File: src/rtl/sfx_scheduler.sv
// Shares the single APU sound voice between eat, hit and die requesters.
// Latches request pulses, grants by fixed priority at frame boundaries and times each sound in frames.
//
// state | meaning
// IDLE  | voice free, sfx_sel=0, waiting for a pending request at frame_end
// PLAY  | voice owned by sfx_sel, frames_left counting down at each frame_end
module sfx_scheduler #(
    parameter int unsigned CNT_W      = 6,
    parameter int unsigned EAT_FRAMES = 8,
    parameter int unsigned HIT_FRAMES = 12,
    parameter int unsigned DIE_FRAMES = 30
) (
    input  logic             clk_i,
    input  logic             rst_n_i,
    input  logic             frame_end_i,
    input  logic             eat_req_i,
    input  logic             hit_req_i,
    input  logic             die_req_i,
    output logic             sfx_start_o,
    output logic [1:0]       sfx_sel_o,
    output logic             sfx_active_o,
    output logic [CNT_W-1:0] sfx_frames_left_o,
    output logic             sfx_preempt_o
);

    localparam logic [0:0]  ST_IDLE    = 1'b0;
    localparam logic [0:0]  ST_PLAY    = 1'b1;
    localparam int unsigned MAX_FRAMES = (1 << CNT_W) - 1;

    logic [0:0]       state_q, state_d;
    logic [2:0]       pending_q, pending_d;
    logic [1:0]       sel_q, sel_d;
    logic [CNT_W-1:0] left_q, left_d;
    logic             start_q, start_d;
    logic             preempt_q, preempt_d;

    logic [2:0]       pend_all;
    logic [1:0]       top;
    logic [2:0]       top_mask;

    function automatic logic [CNT_W-1:0] frames_of(input logic [1:0] sel);
        case (sel)
            2'd1:    frames_of = EAT_FRAMES[CNT_W-1:0];
            2'd2:    frames_of = HIT_FRAMES[CNT_W-1:0];
            2'd3:    frames_of = DIE_FRAMES[CNT_W-1:0];
            default: frames_of = '0;
        endcase
    endfunction

    // Bit 0 = eat, 1 = hit, 2 = die; a request arriving this cycle joins the decision.
    always_comb begin
        pend_all = pending_q | {die_req_i, hit_req_i, eat_req_i};
        if (pend_all[2])      top = 2'd3;
        else if (pend_all[1]) top = 2'd2;
        else if (pend_all[0]) top = 2'd1;
        else                  top = 2'd0;
        case (top)
            2'd1:    top_mask = 3'b001;
            2'd2:    top_mask = 3'b010;
            2'd3:    top_mask = 3'b100;
            default: top_mask = 3'b000;
        endcase
    end

    always_comb begin
        state_d   = state_q;
        pending_d = pend_all;
        sel_d     = sel_q;
        left_d    = left_q;
        start_d   = 1'b0;
        preempt_d = 1'b0;
        if (frame_end_i) begin
            if ((state_q == ST_IDLE && top != 2'd0) ||
                (state_q == ST_PLAY && (top > sel_q || (left_q == 1 && top != 2'd0)))) begin
                state_d   = ST_PLAY;
                sel_d     = top;
                left_d    = frames_of(top);
                start_d   = 1'b1;
                preempt_d = (state_q == ST_PLAY) && (top > sel_q);
                pending_d = pend_all & ~top_mask;
            end else if (state_q == ST_PLAY) begin
                if (left_q > 1) begin
                    left_d = left_q - 1'b1;
                end else begin
                    state_d = ST_IDLE;
                    sel_d   = 2'd0;
                    left_d  = '0;
                end
            end
        end
    end

    always_ff @(posedge clk_i or negedge rst_n_i) begin
        if (!rst_n_i) begin
            state_q   <= ST_IDLE;
            pending_q <= '0;
            sel_q     <= '0;
            left_q    <= '0;
            start_q   <= 1'b0;
            preempt_q <= 1'b0;
        end else begin
            state_q   <= state_d;
            pending_q <= pending_d;
            sel_q     <= sel_d;
            left_q    <= left_d;
            start_q   <= start_d;
            preempt_q <= preempt_d;
        end
    end

    assign sfx_start_o       = start_q;
    assign sfx_sel_o         = sel_q;
    assign sfx_active_o      = (state_q == ST_PLAY);
    assign sfx_frames_left_o = left_q;
    assign sfx_preempt_o     = preempt_q;

    a_frames_legal: assert property (@(posedge clk_i)
        EAT_FRAMES != 0 && EAT_FRAMES <= MAX_FRAMES &&
        HIT_FRAMES != 0 && HIT_FRAMES <= MAX_FRAMES &&
        DIE_FRAMES != 0 && DIE_FRAMES <= MAX_FRAMES);

endmodule

File: config.mk
export PLATFORM = sky130hd
export DESIGN_NAME = sfx_scheduler
export DESIGN_NICKNAME = d
export VERILOG_FILES = /design/src/rtl/sfx_scheduler.sv
export SDC_FILE = /design/constraint.sdc
export NUM_CORES = 1
export LEC_CHECK = 0
export ABC_AREA = 1
export ABC_CLOCK_PERIOD_IN_PS = 5000
export BUFFER_PORTS_ARGS = -buffer_cell sky130_fd_sc_hd__clkbuf_2
export CORE_MARGIN = 1
export CORE_UTILIZATION = 57
export DETAILED_ROUTE_END_ITERATION = 6
export PLACE_DENSITY = 0.82
export SYNTH_ARGS = -nofsm -noshare
export SYNTH_HDL_FRONTEND = slang
export SYNTH_SLANG_ARGS = --single-unit
File: constraint.sdc
create_clock -name clk_i -period 5 [get_ports clk_i]
set_input_delay 1 -clock clk_i [delete_from_list [all_inputs] [get_ports clk_i]]
set_output_delay 1 -clock clk_i [all_outputs]
set_load 0.01 [all_outputs]
==> flow_summary.yaml, run 1 <==
run_status:
  outcome: "finished, final reports clean"
finish:
  drive_gt1_share_pct: 25.4
  num-fill-cells: 105
  fin_nets: 141
  multiInputGateArea_um2: 453
  regArea_um2: 350
  final_util_pct: 74.0
  areaGrowthSynthToFinish_pct: 15.7
  n_antenna_cell: 0
timing:
  min_period_over_period_pct: 48.9
  finalHoldViolCount: 0
  rsz0062_at_grt: "no"
  setup_viol: 0
  period_needed_ns: 2.44
  timing.slew.headroom_pct: 76.8
  drv_slew: 0
  max_slew.worst_pin.slew_ns: 0.348
  finalClockSkew_ns: 0.00762
  setup_tns_ns: 0
  fmax_mhz: 409
setup_path:
  critPathBufInv: 3
  critPathArrivalTime_ns: 2.62
  cp_top_family: "simple AND/OR/NAND/NOR gates"
  worst_setup_path_end_kind: "register"
  cp-start-kind: "input port"
  path_cells: "clkbuf_2, nor2_2, nand2_1, ha_1, inv_1, nor2_1, o21ai_2, nand2_4, nand2_2, inv_1, nand2_1, nand2_1"
  cp_slowest_cell: "ha_1"
  critPathKind: "input port to register"
  required_ns: 5.17
  critPathMaxFanout: 6
  cpPeakStageDelay_ns: 0.34
  path_common_cell: "nand2_1"
detailed_routing:
  drtIter0Drc: 18
  wl_per_cell_um: 12.1
  drc: 0
  vias_per_cell: 5.15
  drtPass1Iterations: 4
  ant_nets: 0
  vias: 747
  drt-total-wl_um: 1760
power_and_ir_drop:
  p_per_area_nw_per_um2: 674
  irDropWorstVdd_mv: 0.381
  p_leak_uw: 0.000528
floorplan:
  row_count: 13
  fp.dieH_um: 40.9
  dieArea_um2: 1670
  initial_utilization_pct: 63.9
  dieWidth_um: 40.9
  ios: 17
  core_um2: 1350
flow_run:
  max_cap_viol_count: 0
global_route:
  antenna_found_initial: 0
  grt_pass1_vias: 650
  grt_max_degree: 15
  grt_pass1_wl_um: 2840
  gr-usage-all-layers_pct: 27.0
  grt.overflow.total: 0
clocking:
  clk_pin_slew_ns: 0.08
  clk-insertion-delay-late_ns: 0.28
  cts-resized-gates: 0
  clock_sinks: 14
  h-tree-depth: 1
  cts_buffer_depth: 2
  cts_setup_buffers: 0
  cts_buffers: 3
  clockRootBuffer: "clkbuf_4"
  cts_hold_buf: 0
  cts_tree: "done"
logic_synthesis:
  synth_top_area_share_pct: 40.6
  ys_types: 22
  synth_seq_cells: 14
  synthFlopType: "dfrtp_1"
  netlist_instances: 110
  yosysMostFrequentCell: "nand2_1"
  synth-edff-count: 0
  synth_area_leaders: "dfrtp_1 41%, nand2_1 13%, inv_1 6.5%"
  async_flop_share_pct: 100
  netlist_area_um2: 863
  ys_seq_area_share_pct: 40.6
  synth_common_cells: "31 x nand2_1, 15 x inv_1, 14 x dfrtp_1"
  synth.largest_area_cell: "dfrtp_1"
  synth_area_per_cell_um2: 7.85
  yosysWarnings: 0
  syn_nets: 120
placed_design:
  hpwlAfterDp_um: 1400
  io_buffers: 16
  gp_congestion: 0.827
worst_hold_path:
  hold_path.class: "register to register"
[flip-flops by register name, indices dropped and copies added (netlist names)]
signal	flops
sfx_start_o	1
pending_q	3
sfx_frames_left_o	6
sfx_sel_o	2
sfx_active_o	1
sfx_preempt_o	1
[power by group]
part | leakage [µW] | internal, µW | total, µW | switching [µW]
clock | 0.0000210 | 44.3 | 80.3 | 36.0
combinational | 0.000345 | 148 | 381 | 233
sequential | 0.000161 | 162 | 212 | 49.7
[worst reg2reg max path, stage by stage, from the launching register on]
cell,delay (ns)
dfrtp_1,0.37
nor2_2,0.22
nand2_1,0.16
ha_1,0.34
inv_1,0.07
nor2_1,0.04
o21ai_2,0.27
nand2_4,0.11
nand2_2,0.11
inv_1,0.08
nand2_1,0.07
nand2_1,0.05
[cell families (layout without fill, tap and decap cells)]
| kind of cell | count (synthesis) | count (layout) | synth area share (%) |
|---|---|---|---|
| flip-flops | 14 | 14 | 40.6 |
| AND/OR/NAND/NOR | 64 | 64 | 36.1 |
| AO/OA/AOI/OAI | 10 | 10 | 8.55 |
| adder cells (fa/ha/maj) | 4 | 4 | 5.80 |
| XOR/XNOR | 2 | 2 | 2.03 |
| buffers and inverters | 16 | 36 | 6.96 |
[through the flow]
step | area (µm²) | hold slack, ns | setup slack, ns | total power (µW) | std cells
2_1_floorplan | 863 | 0.500 | 2.62 | 489 | 110
3_3_place_gp | 962 | 0.480 | 2.35 | 579 | 141
3_5_place_dp | 962 | 0.487 | 2.29 | 596 | 141
4_1_cts | 998 | 0.506 | 2.58 | 678 | 145
5_1_grt | 998 | 0.551 | 2.39 | 748 | 145
6_report | 998 | 0.499 | 2.56 | 673 | 145
[worst paths after layout]
path,start,end,slack [ns],cells after the start
min,sfx_sel_o[1],sfx_sel_o[1],0.50,2
min reg2reg,sfx_sel_o[1],sfx_sel_o[1],0.50,2
max,hit_req_i,sfx_sel_o[1],2.56,12
min in group asynchronous,rst_n_i,sfx_frames_left_o[2],0.61,1
max in group asynchronous,rst_n_i,sfx_start_o,4.13,1
max reg2reg,pending_q[1],sfx_sel_o[1],3.01,11
[cells in the final DEF (no fill, tap or decap)]
master	synthesis	final
nand2_1	31	31
clkbuf_2	0	16
inv_1	15	15
dfrtp_1	14	14
nor2_1	11	11
nand3_1	9	9
o21ai_0	4	4
ha_1	4	4
nand2_2	3	3
clkbuf_4	0	3
nor2_2	2	2
nand2_4	2	2
a21oi_1	2	2
xor2_1	2	2
nand3b_1	2	2
nor2_4	1	1
nand3_4	1	1
a21boi_2	1	1
o21ai_2	1	1
o21bai_1	1	1
or2_0	1	1
o21ai_4	1	1
inv_2	1	1
nor3_1	1	1
clkbuf_8	0	1
[layer usage]
metal	vias up	global-route usage, %	wire (µm)
met1	329	36.0	835
met5	-	0	0
met4	0	19.2	84
li1	382	-	-
met3	11	7.61	79
met2	25	36.7	758
[layout make-up]
class	count	share of cell area (%)
multi-input combinational	80	45.4
clock buffer	4	3.63
sequential	14	35.1
timing repair buffer	16	8.02
inverter	16	6.02
tap	15	1.88
Power figures use the tool's default switching activity.
==> inputs of run 2 (changes only) <==
--- a/config.mk
+++ b/config.mk
@@ -6,12 +6,12 @@
 export NUM_CORES = 1
 export LEC_CHECK = 0
 export ABC_AREA = 1
-export ABC_CLOCK_PERIOD_IN_PS = 5000
+export ABC_CLOCK_PERIOD_IN_PS = 2300
 export BUFFER_PORTS_ARGS = -buffer_cell sky130_fd_sc_hd__clkbuf_2
 export CORE_MARGIN = 1
-export CORE_UTILIZATION = 57
+export CORE_UTILIZATION = 52
 export DETAILED_ROUTE_END_ITERATION = 6
-export PLACE_DENSITY = 0.82
+export PLACE_DENSITY = 0.76
 export SYNTH_ARGS = -nofsm -noshare
 export SYNTH_HDL_FRONTEND = slang
 export SYNTH_SLANG_ARGS = --single-unit
==> constraint.sdc (replaced) <==
create_clock -name clk_i -period 2.3 [get_ports clk_i]
set_input_delay 0.46 -clock clk_i [delete_from_list [all_inputs] [get_ports clk_i]]
set_output_delay 0.46 -clock clk_i [all_outputs]
set_load 0.01 [all_outputs]
==> run 2 against run 1 <==
  * Worst hold slack worse by 0.44 ns
  * Largest cell class unchanged
  * First-iteration DRC count down 44%
  * Register-to-register slack worse by 2.6 ns
  * Global-route usage down 5.8 points
  * Via count down 0.67%
  * Non-clock buffer count up 2
  * Setup slack worse by 2.2 ns
==> flow_summary.yaml, run 2 (synthesis results as in run 1) <==
run_status:
  outcome: "finished, final reports clean"
flow_run:
  max_cap_viol_count: 0
clocking:
  cts_setup_buffers: 0
  clk_pin_slew_ns: 0.09
  cts_hold_buf: 0
  clock_sinks: 14
  clockRootBuffer: "clkbuf_4"
  clk-insertion-delay-late_ns: 0.29
  cts_buffer_depth: 2
  cts_tree: "done"
  h-tree-depth: 1
  cts-resized-gates: 0
  cts_buffers: 3
global_route:
  grt.overflow.total: 0
  grt_max_degree: 15
  grt_pass1_wl_um: 2910
  gr-usage-all-layers_pct: 21.3
  grt_pass1_vias: 676
  antenna_found_initial: 0
detailed_routing:
  drt-total-wl_um: 1670
  wl_per_cell_um: 11.3
  drtIter0Drc: 10
  vias: 742
  ant_nets: 0
  vias_per_cell: 5.05
  drc: 0
  drtPass1Iterations: 4
setup_path:
  r2r_slack_ns: 0.40
  required_ns: 2.53
  cpPeakStageDelay_ns: 0.38
  worst_setup_path_end_kind: "register"
  cp-start-kind: "register"
  r2r_cells: 10
  r2r_start: "pending_q[1]"
  path_cells: "nor2_2, nand2_1, ha_1, inv_1, nor2_1, o21ai_2, nand3_1, nand2_2, nand2_1, nor2_1"
  critPathKind: "register to register"
  critPathMaxFanout: 6
  r2r_end: "sfx_frames_left_o[5]"
  cp_slowest_cell: "dfrtp_1"
  critPathArrivalTime_ns: 2.13
placed_design:
  hpwlAfterDp_um: 1310
  io_buffers: 16
  gp_congestion: 0.829
timing:
  fmax_mhz: 526
  min_period_over_period_pct: 82.6
  finalClockSkew_ns: 0.0131
  timing.slew.headroom_pct: 76.8
  setup_tns_ns: 0
  finalHoldViolCount: 0
  period_needed_ns: 1.90
  drv_slew: 0
  rsz0062_at_grt: "no"
  max_slew.worst_pin.slew_ns: 0.348
  setup_viol: 0
power_and_ir_drop:
  p_int_uw: 740
  p_leak_uw: 0.000531
  switching_share_pct: 48.1
  p_per_area_nw_per_um2: 1430
  p_sw_uw: 687
  pwr-share-seq_pct: 32.4
  pwr-share-clk_pct: 9.9
  power_uw: 1430
  irDropWorstVdd_mv: 0.780
  combPwrFrac_pct: 57.7
floorplan:
  fp.dieH_um: 42.7
  ios: 17
  dieWidth_um: 42.7
  dieArea_um2: 1830
  core_um2: 1520
  row_count: 14
  initial_utilization_pct: 56.7
finish:
  mostFrequentLayoutCells: "31 x nand2_1, 16 x clkbuf_2, 15 x inv_1"
  drive_gt1_share_pct: 26.0
  areaGrowthSynthToFinish_pct: 15.9
  num-fill-cells: 140
  fin_nets: 143
  final_common_cell: "nand2_1"
  largest_reg_flops: 6
  n_antenna_cell: 0
worst_hold_path:
  hold_path.class: "input port to async pin"
## run 2: changes by cell type in the layout (fill, tap and decap cells not counted)
| cell | delta |
|---|---|
| clkbuf_8 | -1 |
| buf_4 | +2 |
## run 2: final cells by class
cell class / instances / area, µm² / area share [%]
well taps: 16 / 20.0 / 2.00
clock buffers: 3 / 22.5 / 2.25
repair buffers: 18 / 95.1 / 9.50
flip-flops and latches: 14 / 350 / 35.0
multi-input cells: 80 / 453 / 45.2
inverters: 16 / 60.1 / 6.00
## run 2: power by group through the flow
stage | clock network, µW | logic [µW] | registers, µW
floorplan | 0 | 573 | 490
global placement | 0 | 815 | 463
detailed placement | 0 | 824 | 468
CTS | 138 | 829 | 463
global route | 147 | 942 | 478
finish | 141 | 824 | 462
## run 2: per-layer routing
metal  global-route usage (%)  wire [µm]
met5                        0          0
met4                     7.50         29
met3                     3.83         57
met2                     33.0        755
met1                     29.6        824
## run 2: through the flow
| stage | setup WS (ns) | hold WS (ns) | util [%] | cell area, µm² | cells |
|---|---|---|---|---|---|
| after floorplan | 0.456 | 0.164 | - | 863 | 110 |
| after global placement | 0.230 | 0.380 | 64.2 | 978 | 144 |
| after detailed placement | 0.172 | 0.385 | 64.2 | 978 | 144 |
| after CTS | 0.378 | 0.0833 | 65.7 | 1000 | 147 |
| after global routing | 0.159 | 0.0961 | 65.7 | 1000 | 147 |
| final | 0.400 | 0.0556 | 65.7 | 1000 | 147 |
## run 2: critical path, delay by kind of cell (launching register included)
kind | cells | cell delay (ns)
AO/OA/AOI/OAI | 1 | 0.26
AND/OR/NAND/NOR | 7 | 0.81
flip-flops | 1 | 0.38
buffers and inverters | 1 | 0.06
adder cells (fa/ha/maj) | 1 | 0.33
## run 2: worst max-delay path by stage
stage                 start              endpoint  slack (ns)  depth (start not counted)
2_1_floorplan     eat_req_i          sfx_sel_o[0]        0.46                         10
3_3_place_gp      hit_req_i          sfx_sel_o[1]        0.23                         12
3_5_place_dp      hit_req_i          sfx_sel_o[1]        0.17                         12
4_1_cts        pending_q[1]          sfx_sel_o[1]        0.38                         11
5_1_grt        pending_q[1]          sfx_sel_o[1]        0.16                         11
6_report       pending_q[1]  sfx_frames_left_o[5]        0.40                         10
